`config.mk`:
```
export PLATFORM = sky130hd
export DESIGN_NAME = nebula_noc_responder
export DESIGN_NICKNAME = d
export VERILOG_FILES = /design/src/rtl/nebula_pkg.sv /design/src/rtl/nebula_resp_fifo.sv /design/src/rtl/nebula_noc_responder.sv
export SDC_FILE = /design/constraint.sdc
export NUM_CORES = 1
export LEC_CHECK = 0
export CORE_ASPECT_RATIO = 0.5
export CORE_UTILIZATION = 55
export CTS_CLUSTER_DIAMETER = 200
export DETAILED_ROUTE_END_ITERATION = 8
export PLACE_DENSITY = 0.81
export SLEW_MARGIN = 20
export SYNTH_ARGS = -nofsm -noshare
export SYNTH_HDL_FRONTEND = slang
export SYNTH_HIERARCHICAL = 1
export SYNTH_SLANG_ARGS = --single-unit
export TNS_END_PERCENT = 1
```
`constraint.sdc`:
```
create_clock -name clk -period 4.3 [get_ports clk]
set_input_delay 0.86 -clock clk [delete_from_list [all_inputs] [get_ports clk]]
set_output_delay 0.86 -clock clk [all_outputs]
set_load 0.05 [all_outputs]
```
`src/rtl/nebula_pkg.sv`:
```
// Shared NoC flit types and the response-entry record used by the responder.
package nebula_pkg;

    localparam int AXI_DATA_WIDTH = 32;
    localparam int LAT_W          = 8;

    typedef struct packed {
        logic [1:0]                flit_type;
        logic [3:0]                src_id;
        logic [3:0]                dst_id;
        logic [7:0]                packet_id;
        logic [AXI_DATA_WIDTH-1:0] payload;
    } noc_flit_t;

    typedef struct packed {
        noc_flit_t        flit;
        logic [LAT_W-1:0] countdown;
        logic             valid;
    } resp_entry_t;

    // Response keeps every header field of the request; only the payload changes.
    function automatic noc_flit_t make_resp(input noc_flit_t req,
                                            input logic [AXI_DATA_WIDTH-1:0] data);
        noc_flit_t r;
        r         = req;
        r.payload = data;
        return r;
    endfunction

endpackage

```
`src/rtl/nebula_resp_fifo.sv`:
```
// In-order circular buffer of pending responses; every stored entry counts its
// own delay down in parallel, and only the head may leave once its count is zero.
module nebula_resp_fifo
    import nebula_pkg::*;
#(
    parameter int DEPTH = 4,
    localparam int OCC_W = $clog2(DEPTH + 1)
) (
    input  logic             clk,
    input  logic             rst_n,
    input  logic             push,
    input  noc_flit_t        push_flit,
    input  logic [LAT_W-1:0] push_lat,
    input  logic             pop,
    output logic             head_ready,
    output noc_flit_t        head_flit,
    output logic             full,
    output logic [OCC_W-1:0] occupancy
);

    localparam int PTR_W = (DEPTH > 1) ? $clog2(DEPTH) : 1;

    resp_entry_t      mem [DEPTH];
    logic [PTR_W-1:0] rd_ptr;
    logic [PTR_W-1:0] wr_ptr;
    logic [OCC_W-1:0] occ_q;

    function automatic logic [PTR_W-1:0] ptr_next(input logic [PTR_W-1:0] p);
        return (p == PTR_W'(DEPTH - 1)) ? '0 : p + PTR_W'(1);
    endfunction

    assign head_ready = mem[rd_ptr].valid && (mem[rd_ptr].countdown == '0);
    assign head_flit  = mem[rd_ptr].flit;
    assign full       = (occ_q == OCC_W'(DEPTH));
    assign occupancy  = occ_q;

    always_ff @(posedge clk or negedge rst_n) begin
        if (!rst_n) begin
            for (int i = 0; i < DEPTH; i++) begin
                mem[i] <= '0;
            end
            rd_ptr <= '0;
            wr_ptr <= '0;
            occ_q  <= '0;
        end else begin
            // Countdowns run regardless of position or output backpressure.
            for (int i = 0; i < DEPTH; i++) begin
                if (mem[i].valid && (mem[i].countdown != '0)) begin
                    mem[i].countdown <= mem[i].countdown - LAT_W'(1);
                end
            end
            if (pop) begin
                mem[rd_ptr].valid <= 1'b0;
                rd_ptr            <= ptr_next(rd_ptr);
            end
            // A push never targets the popped slot: push needs !full, pop needs !empty.
            if (push) begin
                mem[wr_ptr].flit      <= push_flit;
                mem[wr_ptr].countdown <= push_lat;
                mem[wr_ptr].valid     <= 1'b1;
                wr_ptr                <= ptr_next(wr_ptr);
            end
            case ({push, pop})
                2'b10:   occ_q <= occ_q + OCC_W'(1);
                2'b01:   occ_q <= occ_q - OCC_W'(1);
                default: occ_q <= occ_q;
            endcase
        end
    end

endmodule

```
`src/rtl/nebula_noc_responder.sv`:
```
// NoC responder: accepts request flits, replies in order after a per-request delay
// with the payload replaced by RESP_DATA. Define NEBULA_RESP_STATS_EN for counters.
module nebula_noc_responder
    import nebula_pkg::*;
#(
    parameter int DEPTH = 4,
    parameter logic [AXI_DATA_WIDTH-1:0] RESP_DATA = {AXI_DATA_WIDTH{1'b1}},
    localparam int OCC_W = $clog2(DEPTH + 1)
) (
    input  logic             clk,
    input  logic             rst_n,
    input  logic             req_valid,
    output logic             req_ready,
    input  noc_flit_t        req_flit,
    output logic             resp_valid,
    input  logic             resp_ready,
    output noc_flit_t        resp_flit,
    input  logic [7:0]       lat_cfg,
    output logic [OCC_W-1:0] occupancy,
    output logic [31:0]      stat_req_cnt,
    output logic [31:0]      stat_resp_cnt
);

    // Handshake: a transfer happens on a rising edge where valid and ready are
    // both 1. A producer holds valid and its flit stable until that edge; ready
    // never depends on valid, and a pop in the same cycle does not free a full slot.
    logic      push;
    logic      pop;
    logic      full;
    logic      head_ready;
    noc_flit_t head_flit;

    assign req_ready  = rst_n && !full;
    assign push       = req_valid && req_ready;
    assign resp_valid = head_ready;
    assign pop        = resp_valid && resp_ready;
    assign resp_flit  = resp_valid ? make_resp(head_flit, RESP_DATA) : '0;

    nebula_resp_fifo #(
        .DEPTH(DEPTH)
    ) u_fifo (
        .clk       (clk),
        .rst_n     (rst_n),
        .push      (push),
        .push_flit (req_flit),
        .push_lat  (lat_cfg),
        .pop       (pop),
        .head_ready(head_ready),
        .head_flit (head_flit),
        .full      (full),
        .occupancy (occupancy)
    );

`ifdef NEBULA_RESP_STATS_EN
    logic [31:0] req_cnt_q;
    logic [31:0] resp_cnt_q;

    always_ff @(posedge clk or negedge rst_n) begin
        if (!rst_n) begin
            req_cnt_q  <= '0;
            resp_cnt_q <= '0;
        end else begin
            if (push) req_cnt_q  <= req_cnt_q + 32'd1;
            if (pop)  resp_cnt_q <= resp_cnt_q + 32'd1;
        end
    end

    assign stat_req_cnt  = req_cnt_q;
    assign stat_resp_cnt = resp_cnt_q;
`else
    assign stat_req_cnt  = '0;
    assign stat_resp_cnt = '0;
`endif

endmodule

```
==> summary.txt, run 1 <==
Status - complete, no violations
Synthesis-to-finish area growth - 25.3%
Filler cell count - 710
# setup viols final - 0
Pwr dens - 895 nW/µm²
R2R cell count - 11
WS Path Type - reg2out
Drt first pass iters - 4
CP delay by family, top - simple AND/OR/NAND/NOR gates
Pre-CTS WS - 0.519 ns
Core area - 11300 µm²
Worst Path Required - 3.44 ns
Critical-path cell with the highest stage delay - or4_1
Reg-to-Reg End - u_fifo/occupancy[2]$_DFFE_PN0P_
Ys Warns - 6
DR iter-0 viols - 316
Initial antenna violation count - 0
Post_cts resized - 0
Reg2reg start - u_fifo/mem[62]$_DFF_PN0_
Drt total wl - 13900 µm
Overall routing resource usage - 0.251
I/O pins - 181
Synth Area per Inst - 11.1 µm²
Leakage - 3.60 nW
Final worst slack - 0.167 ns
Period utilisation layout - 0.961
Antenna violation net count after detailed routing - 0
Cells after DPL - 784
Crit path launch type - flop
Skew-Pair Late Insertion Delay - 0.41 ns
Final Hold Vio Count - 0
Synth Cell Area - 6570 µm²
Final #Nets - 724
Final min period - 4.13 ns
Layout cells sized above 1 - 0.317
RSZ-0062 raised after global routing - no
DIE AREA - 12400 µm²
Vias in the first global route - 4406
Most used cell along the critical path - buf_12
Fin cells - 816
Via-per-instance ratio - 5.34
Remaining routing DRC violations - 0
Max Slew Vio Count - 0
Util after Layout - 0.727
# clock sinks - 115
# Post-CTS Setup Buffers - 0
Worst Setup End Kind - primary output
Total power - 0.00737 W
H-tree depth - 4
IO buf count - 84
Reg2reg setup slack - 0.49 ns
Worst-margin pin slew - 0.784 ns
Row cnt - 27
Total gr overflow - 0
FMAX - 242 MHz
Worst Hold Class - in2async
Largest stage delay, worst path - 0.61 ns
Setup TNS - 0 ns
CTS Buffer Depth - 2
CTS tree - built
Layout Skew - 0.00949 ns
CP max FO - 16
Global-route wire length before repair - 23100 µm
CTS clk-pin slew, worst paths - 0.06 ns
DR WL/cell - 17.1 µm
Relative slew margins - 0.477
Max VDD drop - 0.000441 V
Post-Syn Instances - 593
Largest net degree at the start of global routing - 64
Die Ht - 79.3 µm
Initial Util - 0.581
CP bufs+invs - 2
CTS Root Cell - clkbuf_16
Max-cap violations - 0
Worst path arrival time - 3.27 ns
TritonCTS buffer count - 17
Crit-path cells - or4_1, or4b_1, o311ai_1, o31a_1, buf_12, and2_2, buf_12
CTS Hold Bufs - 0
GPL Wtd Cong - 0.819
Diode count - 0
DR vias - 4355
DP HPWL - 9230 µm
Die W - 157 µm
[state kept, by name, summed over array words and instances (netlist names)]
signal and cells:
u_fifo/mem 108, u_fifo/occupancy 3, u_fifo/rd_ptr 2, u_fifo/wr_ptr 2
[cell usage in the layout (no fill, tap or decap), types with 15 or more instances in the layout]
cell / count
mux4_2: 18
conb_1: 64
inv_1: 20
nor2_1: 39
buf_4: 15
ha_1: 17
a21oi_1: 28
buf_12: 53
clkdlybuf4s50_1: 32
and2_2: 15
nand2_1: 28
mux2_2: 72
dfrtp_1: 115
clkbuf_16: 17
[stage by stage]
step                      cell area, µm²  hold slack [ns]
after floorplan                     6810            0.471
after global placement              7640            0.481
after detailed placement            7640            0.487
after CTS                           8230            0.322
after global routing                8230            0.338
final                               8230            0.340
[where the power goes]
| part | internal, W | switching, W | total (W) |
|---|---|---|---|
| Combinational | 0.00189 | 0.00205 | 0.00394 |
| Sequential | 0.00163 | 0.000394 | 0.00202 |
| Clock | 0.000874 | 0.000524 | 0.00140 |
| Total | 0.00440 | 0.00297 | 0.00737 |
[worst max-delay path by stage]
stage | start | slack, ns | cells past startpoint | to
floorplan | u_fifo/mem[63]$_DFF_PN0_ | 0.04 | 6 | resp_flit[43]
global placement | u_fifo/mem[63]$_DFF_PN0_ | 0.60 | 7 | resp_flit[34]
detailed placement | u_fifo/mem[62]$_DFF_PN0_ | 0.52 | 11 | u_fifo/occupancy[2]$_DFFE_PN0P_
CTS | u_fifo/mem[62]$_DFF_PN0_ | 0.14 | 7 | resp_flit[34]
global route | u_fifo/mem[63]$_DFF_PN0_ | 0.01 | 7 | resp_flit[34]
finish | u_fifo/mem[62]$_DFF_PN0_ | 0.17 | 7 | resp_flit[34]
[cell type report]
type | count | area, µm² | share of cell area
clock buffer | 18 | 439 | 0.0534
sequential | 115 | 2880 | 0.350
inverter | 20 | 75.1 | 0.00912
tap | 159 | 199 | 0.0242
timing repair buffer | 100 | 1490 | 0.182
clock inverter | 14 | 154 | 0.0187
multi-input combinational | 390 | 2990 | 0.363
[metal layers]
| layer | vias to the layer above | track usage | part of all wire |
|---|---|---|---|
| met5 | - | 0 | 0 |
| met2 | 158 | 0.430 | 0.52 |
| met3 | 10 | 0.0519 | 0.052 |
| li1 | 1993 | - | - |
| met4 | 0 | 0.0980 | 0.0099 |
| met1 | 2194 | 0.315 | 0.41 |
Power figures use the tool's default switching activity.
==> inputs of run 2 (changes only) <==
SETUP_SLACK_MARGIN = 0.15   (was default)
==> summary.txt, run 2 (synthesis results as in run 1) <==
Status - complete, no violations
Vias in the first global route - 4249
Reg-to-Reg End - u_fifo/occupancy[2]$_DFFE_PN0P_
DR iter-0 viols - 191
Max Slew Vio Count - 0
Final #Nets - 721
Remaining routing DRC violations - 0
DR vias - 4299
Pwr dens - 899 nW/µm²
Largest net degree at the start of global routing - 83
FMAX - 257 MHz
Reg2reg start - u_fifo/mem[63]$_DFF_PN0_
Number of flip-flops under the largest register name - 108
IO buf count - 84
Leakage - 3.59 nW
CTS Buffer Depth - 2
R2R cell count - 11
Worst Path Required - 3.44 ns
CP max FO - 22
Most used cell along the critical path - buf_12
Initial Util - 0.581
Drt total wl - 14100 µm
Skew-Pair Late Insertion Delay - 0.42 ns
Die Ht - 79.3 µm
CTS clk-pin slew, worst paths - 0.06 ns
RSZ-0062 raised after global routing - no
CTS Root Cell - clkbuf_16
Drt first pass iters - 5
# clock sinks - 115
Relative slew margins - 0.500
Die W - 157 µm
Reg2reg setup slack - 0.83 ns
Layout Skew - 0.00610 ns
GPL Wtd Cong - 0.865
Setup TNS - 0 ns
Final min period - 3.89 ns
CP delay by family, top - simple AND/OR/NAND/NOR gates
CTS tree - built
Synthesis-to-finish area growth - 25.1%
Critical-path cell with the highest stage delay - or4_1
Crit path launch type - flop
CP bufs+invs - 2
Crit-path cells - or4_1, or4b_1, o311ai_1, o31a_2, buf_12, and2_2, buf_12
Max-cap violations - 0
Largest stage delay, worst path - 0.61 ns
WS Path Type - reg2out
Max VDD drop - 0.000437 V
Worst Setup End Kind - primary output
# setup viols final - 0
Total gr overflow - 0
Diode count - 0
Placed cell area - 7600 µm²
Worst Setup SP - u_fifo/mem[63]$_DFF_PN0_
DP HPWL - 8770 µm
CTS Hold Bufs - 0
Overall routing resource usage - 0.245
Worst path arrival time - 3.03 ns
Via-per-instance ratio - 5.29
Worst-margin pin slew - 0.751 ns
Layout cells sized above 1 - 0.315
Fin area - 8220 µm²
Period utilisation layout - 0.906
H-tree depth - 4
Global-route wire length before repair - 22400 µm
I/O pins - 181
Commonest cells after routing, fill and taps aside - dfrtp_1, mux2_2, conb_1
Final Hold Vio Count - 0
Worst Hold Class - in2async
TritonCTS buffer count - 17
Row cnt - 27
DR WL/cell - 17.4 µm
Initial antenna violation count - 0
Commonest non-fill, non-tap cell in the layout - dfrtp_1
DIE AREA - 12400 µm²
Largest reg by FF count - u_fifo/mem
Filler cell count - 726
Post_cts resized - 0
Antenna violation net count after detailed routing - 0
Core area - 11300 µm²
run 2: changes by cell type in the layout (fill, tap and decap cells not counted):
| cell | previous run | this run |
|---|---|---|
| clkinv_2 | 2 | 0 |
| o31a_2 | 0 | 1 |
| buf_6 | 0 | 1 |
| o31a_1 | 2 | 1 |
| clkbuf_8 | 1 | 3 |
| buf_4 | 15 | 12 |
| buf_12 | 53 | 52 |
run 2: per-layer routing:
| metal | share of wire | GRT usage | vias to the layer above |
|---|---|---|---|
| met4 | 0.010 | 0.0755 | 0 |
| met5 | 0 | 0 | - |
| li1 | - | - | 1976 |
| met1 | 0.41 | 0.304 | 2154 |
| met2 | 0.52 | 0.418 | 155 |
| met3 | 0.062 | 0.0677 | 14 |
run 2: cell type report:
cell class	count	area (µm²)	share of cell area
Inverter	20	75.1	0.00914
Multi-Input combinational cell	390	2990	0.364
Clock inverter	12	144	0.0175
Clock buffer	20	467	0.0568
Sequential cell	115	2880	0.350
Timing Repair Buffer	97	1460	0.178
Tap cell	159	199	0.0242
run 2: repair_timing:
action / 4_1_cts / 5_1_grt
endpoints found under the hold margin: 0 / 0
setup buffers: 0 / 1
endpoints found under the setup margin: 0 / 13
run 2: power breakdown:
group          switching, W  total (W)  internal (W)
clock              0.000546    0.00145      0.000908
sequential         0.000399    0.00203       0.00163
combinational       0.00204    0.00390       0.00186
run 2: how the worst max path moves through the flow:
stage	to	slack (ns)	depth (start not counted)
floorplan	resp_flit[43]	0.54	6
global placement	resp_flit[33]	0.64	7
detailed placement	resp_flit[33]	0.63	7
CTS	resp_flit[48]	0.15	7
global route	resp_flit[48]	0.27	7
finish	resp_flit[48]	0.41	7
run 2: through the flow:
step	total power [W]	instances	setup slack (ns)	util	hold slack, ns
finish	0.00739	813	0.405	0.726	0.268
CTS	0.00741	812	0.152	0.725	0.257
floorplan	0.00461	656	0.544	-	0.471
global placement	0.00574	780	0.641	0.671	0.481
detailed placement	0.00587	780	0.626	0.671	0.489
global route	0.00774	813	0.273	0.726	0.260
==> inputs of run 3 (changes only) <==
CAP_MARGIN = 10   (was default)
==> results of run 3 <==
Same layout as run 2: the final DEF is identical, and so are final timing and power.
